==> src/rtl/multdiv_pkg.sv <==
// Shared definitions for the multiply/divide sequencer: state encoding,
// operation codes and the default watchdog limit.
package multdiv_pkg;

  typedef enum logic [1:0] {
    ST_IDLE   = 2'd0,
    ST_LAUNCH = 2'd1,
    ST_WAIT   = 2'd2,
    ST_DONE   = 2'd3
  } md_state_e;

  localparam logic OP_MULT = 1'b0;
  localparam logic OP_DIV  = 1'b1;

  localparam int unsigned TIMEOUT_DEFAULT = 40;

endpackage

==> src/rtl/multdiv_ctrl_wait_counter.sv <==
// Watchdog counter for the WAIT state: synchronous clear, count enable and a
// terminal flag that is high while the count equals TIMEOUT.
module md_wait_counter
  import multdiv_pkg::*;
#(
  parameter int unsigned TIMEOUT = TIMEOUT_DEFAULT
) (
  input  logic clock,
  input  logic reset,
  input  logic clr,
  input  logic en,
  output logic term
);

  localparam logic [5:0] TERM_COUNT = 6'(TIMEOUT);

  logic [5:0] count;

  always_ff @(posedge clock) begin
    if (reset || clr) begin
      count <= '0;
    end else if (en) begin
      count <= count + 6'd1;
    end
  end

  assign term = (count == TERM_COUNT);

endmodule

==> src/rtl/multdiv_ctrl.sv <==
// Sequencer between execute and the shared multiplier/divider: latches one
// request, pulses the unit start, waits for RDY (or watchdog) and holds the result.
module multdiv_ctrl
  import multdiv_pkg::*;
#(
  parameter int unsigned TIMEOUT = TIMEOUT_DEFAULT
) (
  input  logic        clock,
  input  logic        reset,
  input  logic        req_valid,
  input  logic        req_op,
  input  logic [31:0] req_operandA,
  input  logic [31:0] req_operandB,
  input  logic [4:0]  req_rd,
  output logic        req_ready,
  output logic        busy,
  output logic [31:0] md_operandA,
  output logic [31:0] md_operandB,
  output logic        ctrl_MULT,
  output logic        ctrl_DIV,
  input  logic [31:0] mult_result,
  input  logic [31:0] div_result,
  input  logic        mult_exception,
  input  logic        div_exception,
  input  logic        mult_resultRDY,
  input  logic        div_resultRDY,
  output logic        wb_valid,
  input  logic        wb_ready,
  output logic [31:0] wb_result,
  output logic        wb_exception,
  output logic [4:0]  wb_rd
);

  md_state_e state, state_next;
  logic      op_q;
  logic      accept, div_zero, capture, timeout_hit, retire;
  logic      cnt_clr, cnt_en, cnt_term;
  logic      sel_rdy;

  md_wait_counter #(
    .TIMEOUT(TIMEOUT)
  ) u_wait_counter (
    .clock (clock),
    .reset (reset),
    .clr   (cnt_clr),
    .en    (cnt_en),
    .term  (cnt_term)
  );

  // Only the unit that was started is listened to; the other may be stale.
  assign sel_rdy = (op_q == OP_DIV) ? div_resultRDY : mult_resultRDY;

  assign busy      = (state != ST_IDLE);
  assign req_ready = (state == ST_IDLE) && !reset;

  always_ff @(posedge clock) begin
    if (reset) begin
      state <= ST_IDLE;
    end else begin
      state <= state_next;
    end
  end

  always_comb begin
    state_next  = state;
    accept      = 1'b0;
    div_zero    = 1'b0;
    capture     = 1'b0;
    timeout_hit = 1'b0;
    retire      = 1'b0;
    cnt_clr     = 1'b0;
    cnt_en      = 1'b0;
    case (state)
      ST_IDLE: begin
        if (req_valid) begin
          accept = 1'b1;
          if ((req_op == OP_DIV) && (req_operandB == '0)) begin
            div_zero   = 1'b1;
            state_next = ST_DONE;
          end else begin
            state_next = ST_LAUNCH;
          end
        end
      end
      ST_LAUNCH: begin
        cnt_clr    = 1'b1;
        state_next = ST_WAIT;
      end
      ST_WAIT: begin
        // RDY takes priority over the watchdog in the same cycle.
        if (sel_rdy) begin
          capture    = 1'b1;
          state_next = ST_DONE;
        end else if (cnt_term) begin
          timeout_hit = 1'b1;
          state_next  = ST_DONE;
        end else begin
          cnt_en = 1'b1;
        end
      end
      ST_DONE: begin
        if (wb_ready) begin
          retire     = 1'b1;
          state_next = ST_IDLE;
        end
      end
      default: state_next = ST_IDLE;
    endcase
  end

  always_ff @(posedge clock) begin
    if (reset) begin
      op_q         <= OP_MULT;
      md_operandA  <= '0;
      md_operandB  <= '0;
      ctrl_MULT    <= 1'b0;
      ctrl_DIV     <= 1'b0;
      wb_valid     <= 1'b0;
      wb_result    <= '0;
      wb_exception <= 1'b0;
      wb_rd        <= '0;
    end else begin
      ctrl_MULT <= accept && !div_zero && (req_op == OP_MULT);
      ctrl_DIV  <= accept && !div_zero && (req_op == OP_DIV);
      if (accept) begin
        op_q        <= req_op;
        md_operandA <= req_operandA;
        md_operandB <= req_operandB;
        wb_rd       <= req_rd;
      end
      if (div_zero || timeout_hit) begin
        wb_result    <= '0;
        wb_exception <= 1'b1;
        wb_valid     <= 1'b1;
      end else if (capture) begin
        wb_result    <= (op_q == OP_DIV) ? div_result : mult_result;
        wb_exception <= (op_q == OP_DIV) ? div_exception : mult_exception;
        wb_valid     <= 1'b1;
      end else if (retire) begin
        wb_valid <= 1'b0;
      end
    end
  end

endmodule

==> config.mk <==
export PLATFORM = sky130hd
export DESIGN_NAME = multdiv_ctrl
export DESIGN_NICKNAME = d
export VERILOG_FILES = /design/src/rtl/multdiv_pkg.sv /design/src/rtl/multdiv_ctrl_wait_counter.sv /design/src/rtl/multdiv_ctrl.sv
export SDC_FILE = /design/constraint.sdc
export NUM_CORES = 1
export LEC_CHECK = 0
export ABC_AREA = 1
export BUFFER_PORTS_ARGS = -buffer_cell sky130_fd_sc_hd__buf_2
export CORE_ASPECT_RATIO = 2
export CORE_UTILIZATION = 38
export DETAILED_ROUTE_END_ITERATION = 7
export PLACE_DENSITY_LB_ADDON = 0.05
export SYNTH_ARGS = -nofsm -noshare
export SYNTH_HDL_FRONTEND = slang
export SYNTH_SLANG_ARGS = --single-unit
==> constraint.sdc <==
create_clock -name clock -period 2.5 [get_ports clock]
set_input_delay 0.25 -clock clock [delete_from_list [all_inputs] [get_ports clock]]
set_output_delay 0.25 -clock clock [all_outputs]
set_load 0.02 [all_outputs]
==> results of run 1 <==
[synth_stat cells]
library cell	n
nand4_1	2
nor3b_2	1
a21oi_2	28
inv_4	1
a21oi_1	13
o21ai_1	6
nand3_1	5
buf_4	4
o22ai_1	1
buf_2	9
xor2_1	2
clkinv_1	3
or2_2	1
and3_1	1
nand2_1	90
a21o_1	32
nor3_1	3
inv_2	3
ha_1	7
dfxtp_1	114
clkbuf_1	21
nor2_1	200
nand2_4	3
inv_1	48
nand2_2	3
o21ai_0	70
buf_6	5
nand3_2	1
[metal layers]
metal / global-route usage [%] / part of all wire (%) / up-vias / routed length, microns
met1: 19.5 / 37 / 2163 / 4950
met3: 5.38 / 6.6 / 32 / 890
met5: 0 / 0 / - / 0
li1: - / - / 2594 / -
met2: 37.0 / 53 / 198 / 7090
met4: 12.0 / 4.2 / 0 / 564
[worst max-delay path, stage by stage, from the launching register on]
cell	delay, ns
dfxtp_1	0.35
inv_1	0.10
ha_1	0.23
nand2_2	0.07
inv_2	0.04
nand2_1	0.08
inv_1	0.04
nand2_1	0.11
nand3_2	0.48
nor2_1	0.25
[power groups by stage]
stage / registers (mW) / logic (mW) / clock network, mW
detailed placement: 2.49 / 2.56 / 0
finish: 2.46 / 2.53 / 2.38
global route: 2.51 / 2.81 / 2.52
global placement: 2.47 / 2.52 / 0
CTS: 2.46 / 2.57 / 2.44
floorplan: 2.98 / 1.28 / 0
[sequential cells by signal, summed over array words and instances, names as in the netlist]
| signal | cells |
|---|---|
| wb_exception | 1 |
| u_wait_counter.count | 6 |
| state | 2 |
| ctrl_DIV | 1 |
| md_operandB | 32 |
| ctrl_MULT | 1 |
| wb_valid | 1 |
| md_operandA | 32 |
| wb_result | 32 |
| wb_rd | 5 |
| op_q | 1 |
[per-stage QoR]
stage | power [mW] | hold slack, ns | cell area [sq um] | worst slack (ns) | std cells
finish | 7.37 | 0.0636 | 6840 | 0.650 | 1075
global route | 7.84 | 0.0629 | 6840 | 0.374 | 1075
CTS | 7.47 | 0.0404 | 6840 | 0.586 | 1074
detailed placement | 5.05 | 0.465 | 6250 | 0.601 | 1042
global placement | 4.99 | 0.455 | 6250 | 0.685 | 1042
floorplan | 4.26 | 0.319 | 4970 | 1.06 | 677
[kinds of logic (layout without fill, tap and decap cells)]
group                    count (synthesis)  after routing
flip-flops                             114            114
adder cells (fa/ha/maj)                  7              7
other                                    0              1
AND/OR/NAND/NOR                        310            310
buffers and inverters                   94            341
AO/OA/AOI/OAI                          150            150
XOR/XNOR                                 2              2
[final timing paths]
path | end | slack (ns) | depth (start not counted) | startpoint
worst min register to register | u_wait_counter.count[5]$_SDFFE_PP0N_ | 0.47 | 2 | u_wait_counter.count[5]$_SDFFE_PP0N_
worst max-delay path | wb_result[24]$_SDFFE_PP0P_ | 0.65 | 9 | state[0]$_SDFFE_PP0P_
worst min-delay path | ctrl_MULT$_SDFF_PP0_ | 0.06 | 2 | req_op
worst max register to register | wb_result[24]$_SDFFE_PP0P_ | 0.65 | 9 | state[0]$_SDFFE_PP0P_
[cell type report]
class                   count  area, sq um  share of cell area [%]
clock inverters            14          154                    2.25
inverters                  55          209                    3.05
repair buffers            254         1300                    19.0
well taps                 150          188                    2.74
clock buffers              18          439                    6.42
multi-input cells         469         2270                    33.2
flip-flops and latches    114         2280                    33.3
diodes                      1         2.50                  0.0366
==> metrics, run 1 <==
outcome=complete, no violations; 1st-pass router iterations=4; critical path type=reg -> reg; share of the synthesized area in the top cell type=45.9%; All-Layer GR Usage=19.9%; WP data arrival=2.17 ns; combinational group share of total power=34.4%; switch share=37.6%; Bufs on Longest Clock Path=2; I/O Buffers=248; Synthesized Nets=826; clk_lat worst skew=0.41 ns; sequential area share after synthesis=45.9%; Avg Vias per Cell=4.64; CP max FO=32; post-synthesis adder-cell area fraction=1.76%; Synth Area in Compound Gates=18.8%; largest net degree at the start of global routing=72; Synth cell types=28; Nets=1,060; Core Util, Final=53.9%; GP Congestion=0.831; yosys warns=0; DRT iter0 DRCs=102; # hold bufs at CTS=0; clock share of power=32.3%; final setup vio count=0; Worst Max-Slew Pin Slew=0.717 ns; portion of netlist area occupied by mux cells=0%; Post-DP HPWL=9.97 mm; register share of total power=33.3%; vias in the first global route=4,862; CTS resizes=0; area leader, netlist=dfxtp_1; Hold WC Path Type=in -> reg; WP data required=2.82 ns; max-cap violations=0; PwrDens=1080 nW/um^2; RSZ-0062 raised after global routing=false; CTS tree=done; max frequency=540 MHz; main combinational cell family by area after synthesis=simple AND/OR/NAND/NOR gates; initial antenna violation count=1; Fill cells=1,289; clock skew=0.00617 ns; Setup TNS Final=0 ns; # DRC=0; commonest non-fill, non-tap cells in the layout=buf_2 (248), nor2_1 (200), dfxtp_1 (114), nand2_1 (90), o21ai_0 (70); post-CTS setup buffers=0; Final Slew Violations=0; Cell Area, Synth=4970 sq um; FP Rows=58; Final Cycle Share=74.0%; minimum clock period=1.85 ns; internal power=4.60 mW; I/O pins=249; GRT overflow=0; net switching power=2.77 mW; Hold Fails Final Rpt=0; Root Driver=clkbuf_16; Num CTS Buffers=17; die width=82.9 microns; first-pass GRT wire length=21.7 mm; Syn-to-layout area delta=37.6%; Detail Route Antenna Nets=0; synthesized instance count=677; # clock sinks=114; Leak=3.58 nW; CTS H-tree lvls=4; worst rel slew slack=52.2%; Synth area leaders=dfxtp_1 (46%), nor2_1 (15%), o21ai_0 (7.0%); synthesis-stage register bit count=114; DRT Wirelength=13.5 mm; leading cell type in the layout, fill and taps excluded=buf_2; Synth Area in XOR/XNOR=0.352%; drt wl/cell=12.6 microns; IR drop worst, VDD=799 uV; Startpoint Class=flop; vias=4,987; Avg Cell Area, Syn=7.34 sq um; core area=12,700 sq um; share of layout cells above drive strength 1=35.4%; starting density of the core=39.2%; Die Area=13,600 sq um; DIE HEIGHT=164 microns; Synth Area in Simple Gates=24.7%; CP endpoint kind=flop; Reg clk slew, reported paths=0.05 ns
Power figures use the tool's default switching activity.
==> run 2: changes to the inputs <==
Clock period 2.5 ns to 1.55 ns, I/O delays scaled along.
==> metrics, run 2 (synthesis results as in run 1) <==
I/O pins=249 (unchanged); area of the multi-input gates=2290 sq um (+0.88%); Leak=3.71 nW (+3.6%); Post-DP HPWL=9.91 mm (-0.61%); core area=12,700 sq um (unchanged); CP max FO=4 (-88%); DRT Wirelength=13.7 mm (+1.7%); GP Congestion=0.807 (-2.9%); final setup vio count=0 (unchanged); Hold Fails Final Rpt=0 (unchanged); PwrDens=1720 nW/um^2 (+60%); CP endpoint kind=output port; Hold WS=0.00468 ns (-0.0589 ns); Syn-to-layout area delta=43.8%; setup ws final=0.0678 ns (-0.582 ns); DIE HEIGHT=164 microns (unchanged); clock skew=0.0114 ns (+0.00521 ns); Layout Cells excl Fill=1,093 (+1.7%); clk_lat worst skew=0.40 ns (about the same); IR drop worst, VDD=1110 uV (+39%); first-pass GRT wire length=21.8 mm (+0.12%); Place WS=-0.102 ns (-0.703 ns); # DRC=0 (unchanged); Avg Vias per Cell=4.66 (+0.36%); Startpoint Class=flop; vias=5,089 (+2.0%); Reg clk slew, reported paths=0.05 ns (about the same); Final Cycle Share=95.6%; initial antenna violation count=1 (unchanged); CP top delay family=flip-flops; Die Area=13,600 sq um (unchanged); # clock sinks=114 (unchanged); worst-path cell chain=inv_2, ha_2, inv_2, nor2_1, buf_2; Setup TNS Final=0 ns (unchanged); largest net degree at the start of global routing=70 (-2.8%); max-cap violations=0 (unchanged); Final Instance Area=7150 sq um (+4.5%); CP bufs+invs=3 (unchanged); Worst Max-Slew Pin Slew=0.341 ns (-0.376 ns); Hold WC Path Type=in -> reg; Nets=1,079 (+1.8%); Final Slew Violations=0 (unchanged); Core Util, Final=56.3% (+2.4 points); CP most frequent cell=inv_2; max frequency=675 MHz; GRT overflow=0 (unchanged); DP Cell Count=1,050 (+0.77%); 1st-pass router iterations=4 (unchanged); commonest non-fill, non-tap cells in the layout=buf_2 (248), nor2_1 (200), dfxtp_1 (112), nand2_1 (87), o21ai_0 (70); WP data required=1.39 ns (-1.43 ns); outcome=complete, no violations; CTS H-tree lvls=4 (unchanged); CP peak stage delay=0.33 ns (-0.15 ns); I/O Buffers=248 (unchanged); sequential cell area=2280 sq um (+0.11%); FP Rows=58 (unchanged); Detail Route Antenna Nets=0 (unchanged); Pwr Total=12.3 mW (+67%); DP Area=6380 sq um (+2.2%); share of layout cells above drive strength 1=36.5% (+1.1 points); worst rel slew slack=77.3% (+25 points); CTS tree=done; critical path type=reg -> out; Bufs on Longest Clock Path=2 (unchanged); die width=82.9 microns (unchanged); Root Driver=clkbuf_16; starting density of the core=39.2% (unchanged); WP data arrival=1.33 ns (-0.84 ns); drt wl/cell=12.6 microns (about the same); Fill cells=1,273 (-1.2%); All-Layer GR Usage=19.8% (-0.12 points); Top Registers=md_operandA: 32 flops, md_operandB: 32 flops, wb_result: 32 flops; Num CTS Buffers=17 (unchanged); DRT iter0 DRCs=115 (+13%); leading cell type in the layout, fill and taps excluded=buf_2; slowest CP cell=dfxtp_2; minimum clock period=1.48 ns; vias in the first global route=4,978 (+2.4%)
## run 2: worst register-to-register path: stages, from the launching register on
cell      delay, ns
dfxtp_2        0.33
inv_2          0.09
ha_2           0.25
inv_2          0.05
nor2_1         0.13
nand2_2        0.16
clkinv_1       0.12
nand3_1        0.06
and3_1         0.16
## run 2: power breakdown
group	switching, mW	leakage [nW]	total [mW]	internal, mW
clock network	1.31	0.295	4.06	2.76
logic	2.74	2.48	4.28	1.54
registers	0.344	0.936	3.97	3.63
total	4.39	3.71	12.3	7.92
## run 2: layout make-up
class / instances / share of cell area, %
diodes: 1 / 0.0350
clock buffers: 21 / 6.44
clock inverters: 10 / 2.21
inverters: 55 / 2.92
multi-input cells: 469 / 32.0
flip-flops and latches: 114 / 32.0
well taps: 150 / 2.63
repair buffers: 273 / 21.8
## run 2: worst paths after layout
| kind | startpoint | to | slack, ns | cells after the start |
|---|---|---|---|---|
| min | req_operandA[6] | md_operandA[6]$_SDFFE_PP0P_ | 0.005 | 3 |
| max | state[0]$_SDFFE_PP0P_ | req_ready | 0.07 | 5 |
| max reg2reg | state[0]$_SDFFE_PP0P_ | u_wait_counter.count[2]$_SDFFE_PP0N_ | 0.08 | 8 |
| min reg2reg | md_operandA[24]$_SDFFE_PP0P_ | md_operandA[24]$_SDFFE_PP0P_ | 0.47 | 2 |
## run 2: what timing repair did
item,4_1_cts,5_1_grt
pin swaps,1,0
setup endpoints to repair,15,58
resized for setup,3,8
hold buffers,9,0
cloned,0,1
buffers inserted,1,0
hold endpoints to repair,9,0
## run 2: layer usage
layer / wire (microns) / part of all wire [%] / vias to the layer above / track usage [%]
li1: - / - / 2639 / -
met1: 5120 / 37 / 2239 / 19.1
met2: 7370 / 54 / 186 / 37.9
met3: 817 / 6.0 / 25 / 5.38
met4: 419 / 3.1 / 0 / 10.3
met5: 0 / 0 / - / 0
==> run 3: changes to the inputs <==
Settings changed: BUFFER_PORTS_ARGS -buffer_cell sky130_fd_sc_hd__buf_2 to -buffer_cell sky130_fd_sc_hd__buf_4.
==> metrics, run 3 (synthesis results as in run 1) <==
outcome=complete, no violations; core area=12,700 sq um (unchanged); reg2reg start=u_wait_counter.count[0]$_SDFFE_PP0N_; Die Area=13,600 sq um (unchanged); Place WS=-0.0671 ns (+0.0352 ns); clock skew=0.0120 ns (+0.000640 ns); max frequency=671 MHz (-0.49%); critical path type=reg -> out; DP Area=6990 sq um (+9.5%); Startpoint Class=flop; worst rel slew slack=76.8% (-0.48 points); PwrDens=1580 nW/um^2 (-8.1%); DRT iter0 DRCs=119 (+3.5%); largest net degree at the start of global routing=70 (unchanged); Root Driver=clkbuf_16; 1st-pass router iterations=4 (unchanged); I/O pins=249 (unchanged); Syn-to-layout area delta=56.8%; Hold WC Path Type=in -> reg; # DRC=0 (unchanged); initial antenna violation count=0 (-1); Top Registers=md_operandA: 32 flops, md_operandB: 32 flops, wb_result: 32 flops; DIE HEIGHT=164 microns (unchanged); vias=5,202 (+2.2%); Detail Route Antenna Nets=0 (unchanged); Reg clk slew, reported paths=0.06 ns (about the same); FP Rows=58 (unchanged); Critical path origin=state[0]$_SDFFE_PP0P_; die width=82.9 microns (unchanged); Leak=3.85 nW (+3.8%); commonest non-fill, non-tap cells in the layout=buf_4 (259), nor2_1 (199), dfxtp_1 (112), nand2_1 (88), o21ai_0 (70); Final Cycle Share=96.1% (+0.47 points); WP data arrival=1.33 ns (about the same); DRT Wirelength=14.6 mm (+6.2%); GP Congestion=0.823 (+1.9%); CP max FO=4 (unchanged); share of layout cells above drive strength 1=36.7% (+0.17 points); Num CTS Buffers=17 (unchanged); CP endpoint kind=output port; CTS H-tree lvls=4 (unchanged); GRT overflow=0 (unchanged); All-Layer GR Usage=21.2% (+1.4 points); Core Util, Final=61.4% (+5.1 points); final setup vio count=0 (unchanged); Post-DP HPWL=10.6 mm (+7.2%); Hold Fails Final Rpt=0 (unchanged); starting density of the core=39.2% (unchanged); Avg Vias per Cell=4.71 (+1.2%); n_diodes=0 (-1); max-cap violations=0 (unchanged); Layout Cells excl Fill=1,104 (+1.0%); I/O Buffers=248 (unchanged); Final Slew Violations=0 (unchanged); drt wl/cell=13.2 microns (+5.2%); clk_lat worst skew=0.41 ns (about the same); Bufs on Longest Clock Path=2 (unchanged); CTS tree=done; DP Cell Count=1,050 (unchanged); leading cell type in the layout, fill and taps excluded=buf_4; setup ws final=0.0605 ns (-0.00729 ns); # clock sinks=114 (unchanged); IR drop worst, VDD=1130 uV (+1.7%); minimum clock period=1.49 ns (+0.00729 ns); hold wc startpoint=req_operandA[18]; first-pass GRT wire length=23.2 mm (+6.7%); vias in the first global route=5,093 (+2.3%); Nets=1,091 (+1.1%); Final Instance Area=7790 sq um (+9.0%); Hold WS=0.00637 ns (+0.00168 ns); WP data required=1.39 ns (about the same); Worst Max-Slew Pin Slew=0.348 ns (+0.00720 ns)
[run 3: cell types whose count changed in the layout (fill, tap and decap cells not counted), sizes merged]
cell         previous run  this run
clkinvlp                3         4
inv                    52        55
clkinv                  6        10
nand2                  96        97
dlygate4sd3             9        17
clkbuf                 22        18
diode                   1         0
bufinv                  4         0
buf                   263       266
[run 3: worst max-delay path: stages, from the launching register on]
cell and delay (ns):
dfxtp_2 0.33, inv_2 0.10, ha_2 0.21, inv_2 0.06, nor2_1 0.08, buf_4 0.15
[run 3: what timing repair did]
action	4_1_cts	5_1_grt
setup endpoints to repair	18	42
pin swaps	1	2
buffers inserted	1	3
hold buffers	17	0
endpoints found under the hold margin	18	0
resized for setup	4	10
cloned	0	2
[run 3: per-stage QoR]
| step | setup TNS (ns) | power [mW] |
|---|---|---|
| final | 0 | 12.3 |
| after global placement | 0 | 8.69 |
| after CTS | 0 | 12.4 |
| after floorplan | 0 | 6.87 |
| after detailed placement | -0.286 | 8.80 |
| after global routing | -0.0434 | 13.1 |
[run 3: path summary, 6_finish.rpt]
| kind | depth (start not counted) | end | slack (ns) |
|---|---|---|---|
| setup / recovery | 5 | req_ready | 0.06 |
| hold / removal | 3 | md_operandA[18]$_SDFFE_PP0P_ | 0.006 |
| setup reg to reg | 8 | wb_result[0]$_SDFFE_PP0P_ | 0.09 |
| hold reg to reg | 2 | md_operandA[13]$_SDFFE_PP0P_ | 0.48 |
[run 3: area by class of cell]
| class | instances | area (sq um) |
|---|---|---|
| clock buffers | 17 | 425 |
| clock inverters | 14 | 110 |
| fillers | 1199 | 4900 |
| inverters | 55 | 209 |
| multi-input cells | 470 | 2310 |
| flip-flops and latches | 114 | 2280 |
| well taps | 150 | 188 |
| repair buffers | 284 | 2270 |
[run 3: report_power, final]
group	total (mW)	switching (mW)	leakage [nW]	internal (mW)
registers	4.02	0.386	0.936	3.63
clock network	3.48	1.43	0.252	2.05
logic	4.84	2.80	2.67	2.04
[run 3: metal layers]
metal	vias to the layer above	routed length, microns	track usage (%)
li1	2657	-	-
met1	2310	5210	20.8
met2	197	7960	40.3
met3	38	858	5.43
met4	0	547	11.2
met5	-	0	0
